[src/rtl/bcd_digit_seq_if.sv]
// Request/status bundle for bcd_digit_seq: increment handshake, clear, load and the BCD count.
// master = event source / readout side, slave = the counter itself.
interface bcd_digit_seq_if #(
  parameter int NDIG = 4
);
  logic              inc_valid;
  logic              inc_ready;
  logic              clr;
  logic              load_en;
  logic [4*NDIG-1:0] load_val;
  logic [4*NDIG-1:0] count;
  logic              done;
  logic              overflow;

  modport master (
    output inc_valid, clr, load_en, load_val,
    input  inc_ready, count, done, overflow
  );

  modport slave (
    input  inc_valid, clr, load_en, load_val,
    output inc_ready, count, done, overflow
  );
endinterface

[src/rtl/bcd_digit_seq.sv]
// Multi-digit BCD up-counter sharing one single-digit incrementer, rippling one digit per clock.
// Optional build macro BCD_SATURATE_EN: an increment of an all-9s count holds the count instead of wrapping.
module bcd_digit_seq #(
  parameter int NDIG = 4
) (
  input  logic            clk,
  input  logic            rst_n,
  bcd_digit_seq_if.slave  bus
);

  localparam int CW    = 4 * NDIG;
  localparam int IDX_W = (NDIG > 1) ? $clog2(NDIG) : 1;
  localparam logic [IDX_W-1:0] LAST_IDX = IDX_W'(NDIG - 1);

`ifdef BCD_SATURATE_EN
  localparam bit SAT_EN = 1'b1;
`else
  localparam bit SAT_EN = 1'b0;
`endif

  typedef enum logic {
    IDLE,
    RIPPLE
  } state_t;

  // Shared incrementer: {carry, digit}; 10..15 can only arrive via load and behave like 9.
  function automatic logic [4:0] bcd_inc(input logic [3:0] d);
    if (d >= 4'd9) return 5'b1_0000;
    return {1'b0, d + 4'd1};
  endfunction

  function automatic logic all_nines(input logic [CW-1:0] c);
    for (int i = 0; i < NDIG; i++) begin
      if (c[4*i +: 4] < 4'd9) return 1'b0;
    end
    return 1'b1;
  endfunction

  state_t            state_q, state_d;
  logic [IDX_W-1:0]  idx_q, idx_d;
  logic [CW-1:0]     count_q, count_d;
  logic              done_q, done_d;
  logic              overflow_q, overflow_d;
  logic              inc_ready_q, inc_ready_d;
  logic [3:0]        cur_digit;
  logic [4:0]        inc_res;

  always_comb begin
    state_d     = state_q;
    idx_d       = idx_q;
    count_d     = count_q;
    done_d      = 1'b0;
    overflow_d  = 1'b0;
    inc_ready_d = inc_ready_q;
    cur_digit   = count_q[int'(idx_q)*4 +: 4];
    inc_res     = bcd_inc(cur_digit);

    if (bus.clr) begin
      state_d     = IDLE;
      idx_d       = '0;
      count_d     = '0;
      inc_ready_d = 1'b1;
    end else begin
      case (state_q)
        IDLE: begin
          if (bus.inc_valid && inc_ready_q) begin
            state_d     = RIPPLE;
            idx_d       = '0;
            inc_ready_d = 1'b0;
          end else if (bus.load_en) begin
            count_d = bus.load_val;
          end
        end

        RIPPLE: begin
          // Saturating build: one idle ripple cycle, no digit writes, then done+overflow.
          if (SAT_EN && (idx_q == '0) && all_nines(count_q)) begin
            state_d     = IDLE;
            idx_d       = '0;
            inc_ready_d = 1'b1;
            done_d      = 1'b1;
            overflow_d  = 1'b1;
          end else begin
            count_d[int'(idx_q)*4 +: 4] = inc_res[3:0];
            if (!inc_res[4]) begin
              state_d     = IDLE;
              idx_d       = '0;
              inc_ready_d = 1'b1;
              done_d      = 1'b1;
            end else if (idx_q == LAST_IDX) begin
              state_d     = IDLE;
              idx_d       = '0;
              inc_ready_d = 1'b1;
              done_d      = 1'b1;
              overflow_d  = 1'b1;
            end else begin
              idx_d = idx_q + IDX_W'(1);
            end
          end
        end

        default: begin
          state_d     = IDLE;
          idx_d       = '0;
          inc_ready_d = 1'b1;
        end
      endcase
    end
  end

  always_ff @(posedge clk or negedge rst_n) begin
    if (!rst_n) begin
      state_q     <= IDLE;
      idx_q       <= '0;
      count_q     <= '0;
      done_q      <= 1'b0;
      overflow_q  <= 1'b0;
      inc_ready_q <= 1'b1;
    end else begin
      state_q     <= state_d;
      idx_q       <= idx_d;
      count_q     <= count_d;
      done_q      <= done_d;
      overflow_q  <= overflow_d;
      inc_ready_q <= inc_ready_d;
    end
  end

  assign bus.count     = count_q;
  assign bus.done      = done_q;
  assign bus.overflow  = overflow_q;
  assign bus.inc_ready = inc_ready_q;

endmodule

[src/flat_wrapper.sv]
// flat-port wrapper written by rule: the top's interface ports become plain ports
module bcd_digit_seq_flat 
#(
  parameter int NDIG = 4
)
  (clk, rst_n, bus_inc_valid, bus_clr, bus_load_en, bus_load_val, bus_inc_ready, bus_count, bus_done, bus_overflow);
  bcd_digit_seq_if #(.NDIG(NDIG)) bus_i ();
  input  logic clk;
  input  logic rst_n;
  input wire logic [$bits(bus_i.inc_valid)-1:0] bus_inc_valid;
  input wire logic [$bits(bus_i.clr)-1:0] bus_clr;
  input wire logic [$bits(bus_i.load_en)-1:0] bus_load_en;
  input wire logic [$bits(bus_i.load_val)-1:0] bus_load_val;
  output wire logic [$bits(bus_i.inc_ready)-1:0] bus_inc_ready;
  output wire logic [$bits(bus_i.count)-1:0] bus_count;
  output wire logic [$bits(bus_i.done)-1:0] bus_done;
  output wire logic [$bits(bus_i.overflow)-1:0] bus_overflow;
  assign bus_i.inc_valid = bus_inc_valid;
  assign bus_i.clr = bus_clr;
  assign bus_i.load_en = bus_load_en;
  assign bus_i.load_val = bus_load_val;
  assign bus_inc_ready = bus_i.inc_ready;
  assign bus_count = bus_i.count;
  assign bus_done = bus_i.done;
  assign bus_overflow = bus_i.overflow;
  bcd_digit_seq #(.NDIG(NDIG)) u_core (.clk(clk), .rst_n(rst_n), .bus(bus_i));
endmodule
[config.mk]
export PLATFORM = sky130hd
export DESIGN_NAME = bcd_digit_seq_flat
export DESIGN_NICKNAME = d
export VERILOG_FILES = /design/src/rtl/bcd_digit_seq_if.sv /design/src/rtl/bcd_digit_seq.sv /design/src/flat_wrapper.sv
export SDC_FILE = /design/constraint.sdc
export NUM_CORES = 1
export LEC_CHECK = 0
export CAP_MARGIN = 20
export CORE_UTILIZATION = 30
export CTS_BUF_LIST = sky130_fd_sc_hd__clkbuf_16
export CTS_CLUSTER_SIZE = 12
export DETAILED_ROUTE_END_ITERATION = 6
export PLACE_DENSITY = 0.53
export SYNTH_ARGS = -nofsm -noshare
export SYNTH_HDL_FRONTEND = slang
export SYNTH_SLANG_ARGS = --single-unit
export TNS_END_PERCENT = 10
[constraint.sdc]
create_clock -name clk -period 6.3 [get_ports clk]
set_clock_uncertainty 0.05 [all_clocks]
set_input_delay 1.26 -clock clk [delete_from_list [all_inputs] [get_ports clk]]
set_output_delay 1.26 -clock clk [all_outputs]
set_load 0.02 [all_outputs]
==> impl_summary.md <==
Run status
The flow ran to the end, and the final reports show no timing, DRC or antenna violations.

STA
The max-slew headroom at the worst pin is 0.378. In the post-route analysis, the smallest setup slack over all paths is around 3.1 ns. Setup repair after global routing left no endpoint under its margin. The clock period minus final worst setup slack is 3.15 ns.

Setup violations remaining at the end of the flow were counted as 0. The post-route clock period utilization is 0.500. Summed over all failing endpoints, the final setup total negative slack is 0 ns.

The final-report hold violation count is 0. For the pin with the worst max-slew slack, the measured transition is 0.920 ns. The total count of max-transition violations in the final report is 0. The worst hold slack is 0.492 ns. The maximum clock frequency is 317 MHz.

Worst setup path
For the worst flop-to-flop path, the logic depth is 8. The endpoint required time on the critical path is 6.43 ns. The startpoint type of the worst setup path is an input pin. The worst setup path is captured at a register. The path type of the worst setup path is in -> reg. The peak fanout along the critical path is 7.

The data arrival time of the critical path is 3.29 ns.

Layout
Measured on the finished design, the core utilization comes to 0.453. The signed area change from the synthesized netlist to the final layout is 39.5%. Fill cells in the final layout number 405.

The post-layout net count is 208. Summing all flip-flop and latch instances after layout gives 552 µm². The combined area of the multi-input logic cells is 731 µm². 0 antenna diodes ended up in the layout.

In the final layout, the share of cells above drive strength 1 is 0.0670.

Global route
The number of global-route vias before repair is 1,223. After global routing, the most crowded layer is met2. For met3 alone, demand over resource in global routing was 0.0230. The number of antenna violations at the first check in global routing is 0. The first global-routing pass estimated 6240 µm of wire.

The global-route congestion overflow total is 0. Across every metal layer, demand over resource in global routing totals 0.186. For this run, global-route usage on met2 was measured as 0.302. In the global route stage, met1 resource usage came out at 0.248. The maximum number of pins on one net before global-route repair is 23.

Synthesis
The dominant synthesized flop cell is dfrtp_1. The cell count after synthesis came out at between 100 and 150. The synthesized netlist occupies a cell area of approximately 1300 µm². Of the total synthesized cell area, the portion taken by full adders, half adders and majority gates is 0.0651. dfrtp_1 is the most common cell in the netlist.

The per-instance average area after synthesis is 9.76 µm². In the synthesized netlist, the cells that appear most often are 21 x dfrtp_1, 14 x a21oi_1, 11 x inv_1, 11 x nand2_1, 11 x nor2_1. Of the synthesized area, sequential elements account for 0.410. The number of enable flip-flop cells after synthesis is 0. The most area-hungry cell type in the Yosys netlist is dfrtp_1. The flop and latch count out of synthesis is 22. The dominant combinational cell family by area after synthesis is compound AO/OA/AOI/OAI gates.

Yosys attributes the largest share of cell area to dfrtp_1 39%, ha_1 6.5%, a21oi_1 5.2%. Of the total synthesized cell area, the portion taken by AND, OR, NAND and NOR gates is 0.187. Of all flip-flops after synthesis, the portion carrying an async set or reset was 1.00.

The synthesized-area fraction occupied by xor and xnor cells is 0. Counting every net in the synthesized netlist gives 166. The share of synthesized area in the top cell type comes to 0.390. The warning count from the yosys run is 0. The portion of synthesized area spent on multiplexers is 0.0874.

The synthesized netlist contains 35 unique library cells. The complex-gate fraction of the synthesized area is 0.204.

Clocking
The clock sink count is 22. TritonCTS built the clock tree. The clock latency reported for the late side of the worst-skew pair is 0.26 ns.

The number of buffers added to fix hold violations after cts is 0. Buffers inserted during clock tree synthesis total 3. The root cell of the clock tree is clkbuf_16. CTS built an H-tree with a depth of 1. In this run the deepest clock path goes through 2 buffers.

The clock transition at the registers of the reported paths is ~0.060 ns. After clock tree synthesis, the setup repair step added 0 buffers. The quantity of gates resized following cts is 0.

Floorplan
The die span in x is 69.0 µm. The floorplan has 23 rows. The floorplan step defined a core boundary enclosing ~4100 µm². The overall die height is 69.0 µm. The area of the die is 4760 µm².

The top-level I/O count is 40. The initial cell density of the core is 0.325.

Place
The HPWL after detailed placement is between 2000 and 3000 µm. At the end of routability-driven placement, the weighted congestion stood at 0.844. The pre-CTS worst setup slack is 2.94 ns. The count of buffers added on input and output ports is 39.

Power and ir drop
VDD sags by at most 0.0000926 V. The analysis attributes to cell leakage a power of 0.740 nW. The power per cell area is 242 nW/µm². The final total power is 0.454 mW.

Route
The final layout contains routed wiring with a total length of 3860 µm. The iteration count of the initial detailed-routing pass is 5. The residual DRC count is 0. Detailed routing inserted a total of approximately 1,200 vias.

The per-cell routed wire length is 16.9 µm. The mean number of vias per cell is between 5 and 6. In this run the remaining antenna-violating nets after routing total 0.

The detailed router's first-iteration violation count is 53.

Min path
The worst hold path depth is 2. In this run the worst hold path is classified as reg -> reg.

Run
The tool flagged a number of max-cap violations equal to 0.
-- flip-flops by register name, indices dropped and copies added (netlist names) --
name and count:
u_core.bus.count 16, u_core.idx_q 2, u_core.bus.done 1, u_core.bus.inc_ready 1, u_core.bus.overflow 1, u_core.state_q 1
-- metrics by stage --
step                      instance area, µm²  cells
after global routing                    1880    229
after detailed placement                1780    224
after global placement                  1780    224
after floorplan                         1350    138
after CTS                               1860    228
final                                   1880    229
-- cell type report --
cell class                      instances  area share
Clock inverter                          1     0.00200
Clock buffer                            3      0.0400
Multi-Input combinational cell        101       0.389
Inverter                               11      0.0220
Tap cell                               50      0.0333
Timing Repair Buffer                   41       0.220
Sequential cell                        22       0.294
-- worst max-delay path: stages --
cell and delay, ns:
clkdlybuf4s50_1 0.48, nand2b_1 0.26, nor3_1 0.22, nor3b_1 0.68, a32oi_1 0.21, a21oi_1 0.17
-- power by group --
group	leakage, nW	total [mW]	switching, mW	internal (mW)
registers	0.277	0.172	0.0147	0.157
clock network	0.0385	0.137	0.0525	0.0848
logic	0.425	0.145	0.0751	0.0695
total	0.740	0.454	0.142	0.312
-- cell usage in the layout (no fill, tap or decap), types with 4 or more instances in the layout --
master           Yosys  layout
ha_1                 7       7
inv_1               11      11
nand2_1             11      11
clkdlybuf4s50_1      0      39
a22oi_1              4       4
nor2_1              11      11
a221oi_1             4       4
a21oi_1             14      14
nand2b_1             8       8
nor2b_1              5       5
a31oi_1              4       4
dfrtp_1             21      21
-- path summary, 6_finish.rpt --
check                                                     start                               end  slack [ns]
worst max-delay path                                    bus_clr  u_core.bus.count[13]$_DFFE_PN0P_        3.15
worst min-delay path            u_core.bus.count[8]$_DFFE_PN0P_   u_core.bus.count[8]$_DFFE_PN0P_        0.49
worst max register to register      u_core.idx_q[0]$_DFFE_PN0P_  u_core.bus.count[14]$_DFFE_PN0P_        3.46
worst min register to register  u_core.bus.count[8]$_DFFE_PN0P_   u_core.bus.count[8]$_DFFE_PN0P_        0.49
max in group asynchronous                                 rst_n  u_core.bus.inc_ready$_DFFE_PN1P_        4.31
min in group asynchronous                                 rst_n  u_core.bus.count[14]$_DFFE_PN0P_        1.32
-- cell families after synthesis --
logic type / after synthesis
adder cells (fa/ha/maj): 7
AND/OR/NAND/NOR: 48
AO/OA/AOI/OAI: 40
buffers and inverters: 15
multiplexers: 6
flip-flops: 22
-- layer usage --
| metal | part of all wire | vias to the layer above |
|---|---|---|
| met4 | 0.017 | 0 |
| met3 | 0.051 | 5 |
| met5 | 0 | - |
| met1 | 0.46 | 596 |
| li1 | - | 583 |
| met2 | 0.48 | 38 |
Power figures use the tool's default switching activity.
